==> src/rtl/uart_tx_arbiter_if.sv <==
// Producer word handshake and uart load port for uart_tx_arbiter.
// The arbiter connects through the slave modport; producers and the uart drive the master side.
interface uart_tx_arbiter_if #(
    parameter int N_REQ  = 4,
    parameter int DATA_W = 8
);
    logic [N_REQ-1:0]        req_valid;
    logic [N_REQ*DATA_W-1:0] req_data;
    logic [N_REQ-1:0]        req_last;
    logic [N_REQ-1:0]        req_ready;
    logic                    ld_tx_data;
    logic [DATA_W-1:0]       tx_data;
    logic                    tx_empty;

    modport master (
        output req_valid, req_data, req_last, tx_empty,
        input  req_ready, ld_tx_data, tx_data
    );

    modport slave (
        input  req_valid, req_data, req_last, tx_empty,
        output req_ready, ld_tx_data, tx_data
    );
endinterface

==> src/rtl/uart_tx_arbiter.sv <==
// Round-robin arbiter sharing the uart transmit port between N_REQ byte producers,
// with burst locking so a multi-word message is never interleaved with another.
module uart_tx_arbiter #(
    parameter int N_REQ     = 4,
    parameter int DATA_W    = 8,
    parameter int MAX_BURST = 16,
    parameter int ACK_TO    = 32
) (
    input  logic                     clk,
    input  logic                     reset,
    input  logic                     en,
    uart_tx_arbiter_if.slave         bus,
    output logic                     tx_enable,
    output logic [$clog2(N_REQ)-1:0] grant_id,
    output logic                     busy,
    output logic                     err_timeout,
    input  logic                     err_clr
);
    localparam int ID_W = $clog2(N_REQ);
    localparam int BC_W = $clog2(MAX_BURST + 1);
    localparam int AC_W = $clog2(ACK_TO + 1);

    typedef enum logic [1:0] {IDLE, LOAD, WAIT_ACK, WAIT_DONE} state_t;

    state_t            state_q, state_d;
    logic [ID_W-1:0]   rr_ptr_q, rr_ptr_d, grant_d;
    logic              lock_q, lock_d, last_q, last_d;
    logic [BC_W-1:0]   burst_q, burst_d;
    logic [AC_W-1:0]   ack_q, ack_d;
    logic              ld_d, err_d, busy_d, tx_enable_d;
    logic [N_REQ-1:0]  ready_d;
    logic [DATA_W-1:0] tx_data_d;

    logic [DATA_W-1:0] word [N_REQ];
    logic [N_REQ-1:0]  elig;
    logic              pick_ok, done, err_set;
    logic [ID_W-1:0]   pick, idx;

    always_comb begin
        for (int unsigned j = 0; j < N_REQ; j++)
            word[j] = bus.req_data[j*DATA_W +: DATA_W];
    end

    // While locked only the current owner is eligible; scan upward from rr_ptr with wrap.
    always_comb begin
        elig    = lock_q ? (bus.req_valid & (N_REQ'(1) << grant_id)) : bus.req_valid;
        pick_ok = 1'b0;
        pick    = '0;
        idx     = '0;
        for (int unsigned k = 0; k < N_REQ; k++) begin
            idx = ID_W'((32'(rr_ptr_q) + k) % N_REQ);
            if (!pick_ok && elig[idx]) begin
                pick_ok = 1'b1;
                pick    = idx;
            end
        end
    end

    always_comb begin
        state_d   = state_q;
        rr_ptr_d  = rr_ptr_q;
        grant_d   = grant_id;
        lock_d    = lock_q;
        last_d    = last_q;
        burst_d   = burst_q;
        ack_d     = ack_q;
        ld_d      = 1'b0;
        ready_d   = '0;
        tx_data_d = bus.tx_data;
        done      = 1'b0;
        err_set   = 1'b0;

        case (state_q)
            IDLE: begin
                if (!en) begin
                    lock_d  = 1'b0;
                    burst_d = '0;
                end
                if (en && bus.tx_empty && pick_ok) begin
                    state_d       = LOAD;
                    grant_d       = pick;
                    tx_data_d     = word[pick];
                    last_d        = bus.req_last[pick];
                    ld_d          = 1'b1;
                    ready_d[pick] = 1'b1;
                end
            end
            LOAD: begin
                state_d = WAIT_ACK;
                ack_d   = '0;
            end
            WAIT_ACK: begin
                if (!bus.tx_empty) begin
                    state_d = WAIT_DONE;
                end else if (ack_q == AC_W'(ACK_TO - 1)) begin
                    err_set = 1'b1;
                    done    = 1'b1;
                end else begin
                    ack_d = ack_q + 1'b1;
                end
            end
            WAIT_DONE: begin
                if (bus.tx_empty) done = 1'b1;
            end
            default: state_d = IDLE;
        endcase

        // Word completion: release the lock on a last word or a full burst.
        if (done) begin
            state_d = IDLE;
            if (last_q || burst_q == BC_W'(MAX_BURST - 1)) begin
                lock_d   = 1'b0;
                burst_d  = '0;
                rr_ptr_d = (grant_id == ID_W'(N_REQ - 1)) ? '0 : grant_id + 1'b1;
            end else begin
                lock_d  = 1'b1;
                burst_d = burst_q + 1'b1;
            end
        end

        err_d       = err_set ? 1'b1 : (err_clr ? 1'b0 : err_timeout);
        busy_d      = (state_d != IDLE);
        tx_enable_d = en | (state_q != IDLE);
    end

    always_ff @(posedge clk or negedge reset) begin
        if (!reset) begin
            state_q        <= IDLE;
            rr_ptr_q       <= '0;
            lock_q         <= 1'b0;
            last_q         <= 1'b0;
            burst_q        <= '0;
            ack_q          <= '0;
            grant_id       <= '0;
            bus.ld_tx_data <= 1'b0;
            bus.req_ready  <= '0;
            bus.tx_data    <= '0;
            tx_enable      <= 1'b0;
            busy           <= 1'b0;
            err_timeout    <= 1'b0;
        end else begin
            state_q        <= state_d;
            rr_ptr_q       <= rr_ptr_d;
            lock_q         <= lock_d;
            last_q         <= last_d;
            burst_q        <= burst_d;
            ack_q          <= ack_d;
            grant_id       <= grant_d;
            bus.ld_tx_data <= ld_d;
            bus.req_ready  <= ready_d;
            bus.tx_data    <= tx_data_d;
            tx_enable      <= tx_enable_d;
            busy           <= busy_d;
            err_timeout    <= err_d;
        end
    end
endmodule

==> src/flat_wrapper.sv <==
// flat-port wrapper written by rule: the top's interface ports become plain ports
module uart_tx_arbiter_flat 
#(
    parameter int N_REQ     = 4,
    parameter int DATA_W    = 8,
    parameter int MAX_BURST = 16,
    parameter int ACK_TO    = 32
)
  (clk, reset, en, tx_enable, grant_id, busy, err_timeout, err_clr, bus_req_valid, bus_req_data, bus_req_last, bus_tx_empty, bus_req_ready, bus_ld_tx_data, bus_tx_data);
  uart_tx_arbiter_if #(.N_REQ(N_REQ), .DATA_W(DATA_W)) bus_i ();
  input  logic clk;
  input  logic reset;
  input  logic en;
  output logic tx_enable;
  output logic [$clog2(N_REQ)-1:0] grant_id;
  output logic busy;
  output logic err_timeout;
  input  logic err_clr;
  input wire logic [$bits(bus_i.req_valid)-1:0] bus_req_valid;
  input wire logic [$bits(bus_i.req_data)-1:0] bus_req_data;
  input wire logic [$bits(bus_i.req_last)-1:0] bus_req_last;
  input wire logic [$bits(bus_i.tx_empty)-1:0] bus_tx_empty;
  output wire logic [$bits(bus_i.req_ready)-1:0] bus_req_ready;
  output wire logic [$bits(bus_i.ld_tx_data)-1:0] bus_ld_tx_data;
  output wire logic [$bits(bus_i.tx_data)-1:0] bus_tx_data;
  assign bus_i.req_valid = bus_req_valid;
  assign bus_i.req_data = bus_req_data;
  assign bus_i.req_last = bus_req_last;
  assign bus_i.tx_empty = bus_tx_empty;
  assign bus_req_ready = bus_i.req_ready;
  assign bus_ld_tx_data = bus_i.ld_tx_data;
  assign bus_tx_data = bus_i.tx_data;
  uart_tx_arbiter #(.N_REQ(N_REQ), .DATA_W(DATA_W), .MAX_BURST(MAX_BURST), .ACK_TO(ACK_TO)) u_core (.clk(clk), .reset(reset), .en(en), .bus(bus_i), .tx_enable(tx_enable), .grant_id(grant_id), .busy(busy), .err_timeout(err_timeout), .err_clr(err_clr));
endmodule
==> config.mk <==
export PLATFORM = sky130hd
export DESIGN_NAME = uart_tx_arbiter_flat
export DESIGN_NICKNAME = d
export VERILOG_FILES = /design/src/rtl/uart_tx_arbiter_if.sv /design/src/rtl/uart_tx_arbiter.sv /design/src/flat_wrapper.sv
export SDC_FILE = /design/constraint.sdc
export NUM_CORES = 1
export LEC_CHECK = 0
export CORE_MARGIN = 3
export CORE_UTILIZATION = 63
export DETAILED_ROUTE_END_ITERATION = 6
export DONT_BUFFER_PORTS = 1
export HOLD_SLACK_MARGIN = 0.06
export PLACE_DENSITY = 0.86
export SYNTH_ARGS = -nofsm -noshare
export SYNTH_HDL_FRONTEND = slang
export SYNTH_SLANG_ARGS = --single-unit
==> constraint.sdc <==
create_clock -name clk -period 3.1 [get_ports clk]
set_input_delay 0.31 -clock clk [delete_from_list [all_inputs] [get_ports clk]]
set_output_delay 0.31 -clock clk [all_outputs]
set_load 0.01 [all_outputs]
Word-level counts from Yosys, hierarchy flattened --
Cells that the tools add are included.
Word-level totals: bits in registers 35, bits of input ports 45, output and inout port bits 18, logic and storage cells 110
Operators by class: add/subtract/negate cells 6, $lt $le $gt $ge 7, eq/ne operators 9, shifts and indexed selects 1, multiplexer cells 51, bitwise gates (word level) 3, reductions and logical operators 20
Operators with widths (count):
- $mux W1 | 22
- $mux W5 | 4
- $bmux W8 S2 | 1
- $mux W2 | 8
- $mux W8 | 2
- $lt A2 B3 Y1 const B | 5
- $mux W4 | 3
- $mux W6 | 2
- $pmux W6 S2 | 1
- $bmux W1 S2 | 5
- $reduce_bool A2 Y1 | 5
- $add A6 B1 Y6 const B | 1
- $eq A2 B2 Y1 const B | 3
- $eq A6 B5 Y1 const B | 1
- $logic_and A1 B1 Y1 | 6
- $pmux W2 S3 | 1
- $reduce_and A2 Y1 | 3
- $add A5 B1 Y5 const B | 1
- $eq A5 B4 Y1 const B | 1
- $add A2 B1 Y2 const B | 2
- $add A2 B2 Y2 const B | 2
- $and A4 B4 Y4 | 1
- $ne A2 B2 Y1 const B | 2
- $shl A1 B2 Y4 const A | 1
- other kinds (12) | 14

Depth between registers and ports, before layout --
word-level depth 21, depth in mapped cells 10, gate-level depth less buffers 9

Worst setup path before layout --
OpenSTA, ideal clock, no wires.
path type flip-flop to flip-flop, from register u_core.grant_id[0], to register u_core.bus.tx_data[0], setup time 0.138 ns, arrival time 2.161 ns, data required time 2.962 ns, path slack 0.801 ns, stages on the path, launching flop included 11, clock period less this slack 2.299 ns, path through dfrtp_1 -> inv_1 -> ha_1 -> mux2i_1 -> a221oi_2 -> or4_1 -> nand4_2 -> inv_2 -> o21ai_0 -> buf_2 -> o221ai_1
Between the ends: cells in the longest elaborated chain, start to end 19
RTL lines:
- from (decl) | line uart_tx_arbiter.sv:14 | output logic [$clog2(N_REQ)-1:0] grant_id,
- from (signal assigned) | line uart_tx_arbiter.sv:148 | grant_id <= grant_d;
- $shl A1 B2 Y4 (*) | line uart_tx_arbiter.sv:46 | elig = lock_q ? (bus.req_valid & (N_REQ'(1) << grant_id)) : bus.req_valid;
- $and A4 B4 Y4 (*) | line uart_tx_arbiter.sv:46
- $mux W4 (*) | line uart_tx_arbiter.sv:46
- $bmux W1 S2 | line uart_tx_arbiter.sv:52 | if (!pick_ok && elig[idx]) begin
- $mux W1 (not written as such) | line uart_tx_arbiter.sv:52
- $mux W1 | line uart_tx_arbiter.sv:52
- $logic_not A1 Y1 | line uart_tx_arbiter.sv:52
- $logic_and A1 B1 Y1 | line uart_tx_arbiter.sv:52
- [2 not listed]
- $logic_and A1 B1 Y1 | line uart_tx_arbiter.sv:52
- $mux W1 | line uart_tx_arbiter.sv:52
- $logic_not A1 Y1 | line uart_tx_arbiter.sv:52
- $logic_and A1 B1 Y1 | line uart_tx_arbiter.sv:52
- $mux W2 | line uart_tx_arbiter.sv:52
- $not A2 Y3 (not written as such) | line uart_tx_arbiter.sv:82 | tx_data_d = word[pick];
- $bmux W8 S2 | line uart_tx_arbiter.sv:82
- $mux W8 (not written as such) (2 in series) | line uart_tx_arbiter.sv:82
- to (signal assigned) | line uart_tx_arbiter.sv:151 | bus.tx_data <= tx_data_d;
- to (decl) | line uart_tx_arbiter_if.sv:22 | output req_ready, ld_tx_data, tx_data
Mark *: on every way between the ends. The rest lies on a longest branch, timed or not. The select of a mux whose other input is x is not followed. A chain may end at the register's enable or synchronous reset.

Worst setup path in the final report --
from register u_core.grant_id[0], to register u_core.last_q
Between the ends: cells in the longest elaborated chain, start to end 17
RTL lines:
- $shl A1 B2 Y4 (*) | line uart_tx_arbiter.sv:46
- $and A4 B4 Y4 (*) | line uart_tx_arbiter.sv:46
- $mux W4 (*) | line uart_tx_arbiter.sv:46
- $bmux W1 S2 | line uart_tx_arbiter.sv:52
- $mux W1 (not written as such) | line uart_tx_arbiter.sv:52
- $mux W1 | line uart_tx_arbiter.sv:52
- $logic_not A1 Y1 | line uart_tx_arbiter.sv:52
- $logic_and A1 B1 Y1 | line uart_tx_arbiter.sv:52
- $mux W1 | line uart_tx_arbiter.sv:52
- $logic_not A1 Y1 | line uart_tx_arbiter.sv:52
- $logic_and A1 B1 Y1 | line uart_tx_arbiter.sv:52
- $mux W1 | line uart_tx_arbiter.sv:52
- $logic_not A1 Y1 | line uart_tx_arbiter.sv:52
- $logic_and A1 B1 Y1 | line uart_tx_arbiter.sv:52
- $mux W2 / $mux W1 (equally long branches) | line uart_tx_arbiter.sv:52
- $bmux W1 S2 / $logic_and A1 B1 Y1 (equally long branches) | line uart_tx_arbiter.sv:83, uart_tx_arbiter.sv:79
- $mux W1 (not written as such) / $reduce_and A2 Y1 (equally long branches)
- to (signal assigned) | line uart_tx_arbiter.sv:145 | last_q <= last_d;
- to (decl) | line uart_tx_arbiter.sv:27 | logic lock_q, lock_d, last_q, last_d;
Marked as above.

==> run summary <==
Clock Latency Late Sink -> 0.35 ns
Synth-to-Final Area Change -> 4.81%
vias in the first global route -> 1,651
Tmin final -> 2.81 ns
die height -> 63.1 µm
drt wl/cell -> 17.5 µm
hold slack -> 0.0896 ns
CTS tree -> built
first-pass GRT wire length -> 7.53 mm
initial antenna violation count -> 0
gr ovfl total -> 0
post-synthesis instance area -> 2050 µm²
YS warnings -> 0
TritonRoute pass-1 iters -> 4
prevailing post-synth register cell -> dfrtp_1
Root Buffer -> clkbuf_4
Row Count -> 20
die footprint -> 3980 µm²
core area -> 3080 µm²
HP Class -> in -> reg
#FFs+latches synth -> 35
max-slew violation count -> 0
Final Wtd Congestion -> 0.856
EDFF count, synth -> 0
worst clock skew -> 0.0138 ns
largest net degree at the start of global routing -> 36
Least-Margin Pin Slew -> 0.723 ns
final worst-path cycle share -> 90.7%
H-tree depth -> 2
area leader, netlist -> dfrtp_1
Setup crit end kind -> register
Slew Limit Headroom -> 51.5%
crit path launch type -> register
Synth async-reset ratio -> 100%
port buffer count -> 0
Setup TNS -> 0 ns
total area of sequential cells -> 876 µm²
Num Clock Sinks -> 35
Layout Utilization -> 70.0%
cell count after synthesis -> 205
most frequent cells in the layout -> dfrtp_1, nand2_1, mux2i_1
DR iter-0 viols -> 117
chip width -> 63.1 µm
Arrival @ worst endpoint -> 3.01 ns
n_diodes -> 0
pre-CTS WS -> 0.222 ns
total power -> 2.11 mW
Final Hold Vio Count -> 0
share of layout cells above drive strength 1 -> 9.71%
Max Fclk -> 356 MHz
maximum VDD drop -> 0.489 mV
DRT Wirelength -> 4.38 mm
Leak -> 0.972 nW
crit-path max FO -> 11
Synth area leaders -> dfrtp_1, mux2i_1, nand2_1, ha_1, o221ai_1
top-area cell type share of the netlist area -> 42.6%
max-cap viol count -> 0
Total Routing Usage GR -> 24.2%
DRC -> 0
fillers -> 241
final setup margin -> 0.288 ns
clk buf depth -> 2
area of the multi-input gates -> 1070 µm²
vias per cell -> 6.38
Crit Path Category -> reg -> reg
Final Setup Violations -> 0
PwrDens -> 978 nW/µm²
Synth cell types -> 45
Routed Antenna Nets -> 0
Ports -> 63
Initial Util -> 66.7%
RSZ-0062 raised after global routing -> no
clk slew on worst S/H paths -> 0.10 ns
commonest non-fill, non-tap cell in the layout -> dfrtp_1
total CTS buffers -> 5
Seq/Total Area, Yosys -> 42.6%
via count -> 1,595
post-detail-place hpwl -> 3.38 mm
Final nets -> 258
Mean Syn Cell Area -> 10.0 µm²
status -> finished clean
Worst Path Required -> 3.30 ns
syn_nets -> 257
-- critical path, cell delays in order, from the launching register on --
cell	delay [ns]
dfrtp_1	0.50
inv_1	0.11
ha_1	0.22
mux2i_1	0.24
a221oi_2	0.15
or4_1	0.56
nand4_2	0.19
inv_2	0.06
o21ai_1	0.39
o221ai_1	0.24
-- stage by stage --
step | instance area, µm² | cells
finish | 2150 | 250
global route | 2150 | 250
CTS | 2150 | 250
detailed placement | 2050 | 241
global placement | 2050 | 241
floorplan | 2050 | 205
-- cells by family (layout without fill, tap and decap cells) --
group	after synthesis	after routing	synth area share [%]
buffers and inverters	20	21	5.36
XOR/XNOR	3	3	1.28
flip-flops	35	35	42.6
multiplexers	24	24	11.7
adder cells (fa/ha/maj)	7	7	4.26
AO/OA/AOI/OAI	50	50	18.6
AND/OR/NAND/NOR	66	66	16.1
-- worst paths after layout --
path	from	end	slack (ns)	cells after the start
worst max-delay path	u_core.grant_id[0]	u_core.last_q	0.29	9
worst min-delay path	bus_tx_empty	u_core.state_q[0]	0.09	1
worst max register to register	u_core.grant_id[0]	u_core.last_q	0.29	9
worst min register to register	u_core.burst_q[4]	u_core.burst_q[4]	0.49	2
max in group asynchronous	reset	u_core.ack_q[5]	2.51	2
min in group asynchronous	reset	u_core.ack_q[3]	0.41	2
-- cell type report --
type                            instances  area share [%]
Multi-Input combinational cell        150            49.6
Sequential cell                        35            40.7
Tap cell                               44            2.56
Timing Repair Buffer                    4            2.09
Clock buffer                            6            1.92
Inverter                               10            1.74
Clock inverter                          1            1.39
-- cell usage after synthesis (all sizes together) (3+ instances only) --
master / n
dfrtp: 35
nand2: 25
mux2i: 24
nor2: 16
o21ai: 14
a21oi: 11
inv: 10
o221ai: 10
buf: 7
ha: 7
nor3: 4
or3: 4
clkbuf: 3
nand3: 3
nand4: 3
nor2b: 3
-- registers in the layout, indices dropped and copies added (netlist names) --
name and flops:
u_core.ack_q 6, u_core.burst_q 5, u_core.bus.ld_tx_data 1, u_core.bus.req_ready 4, u_core.bus.tx_data 8, u_core.busy 1, u_core.err_timeout 1, u_core.grant_id 2
u_core.last_q 1, u_core.lock_q 1, u_core.rr_ptr_q 2, u_core.state_q 2, u_core.tx_enable 1
-- power by group --
group	switching, mW	leakage [nW]	internal (mW)
registers	0.223	0.451	0.593
clock network	0.143	0.0383	0.166
logic	0.559	0.483	0.422
-- what timing repair did --
item / 4_1_cts / 5_1_grt
hold buffers: 2 / 0
gates resized for setup: 0 / 1
setup endpoints to repair: 0 / 1
endpoints found under the hold margin: 35 / 0
buffers inserted: 0 / 0
-- routing by layer --
| layer | GRT usage (%) | routed length (µm) |
|---|---|---|
| met5 | 0 | 0 |
| met3 | 4.63 | 269 |
| met4 | 12.4 | 119 |
| met1 | 26.5 | 1630 |
| met2 | 43.9 | 2360 |
Note: power is estimated with default switching activity, not from simulation.
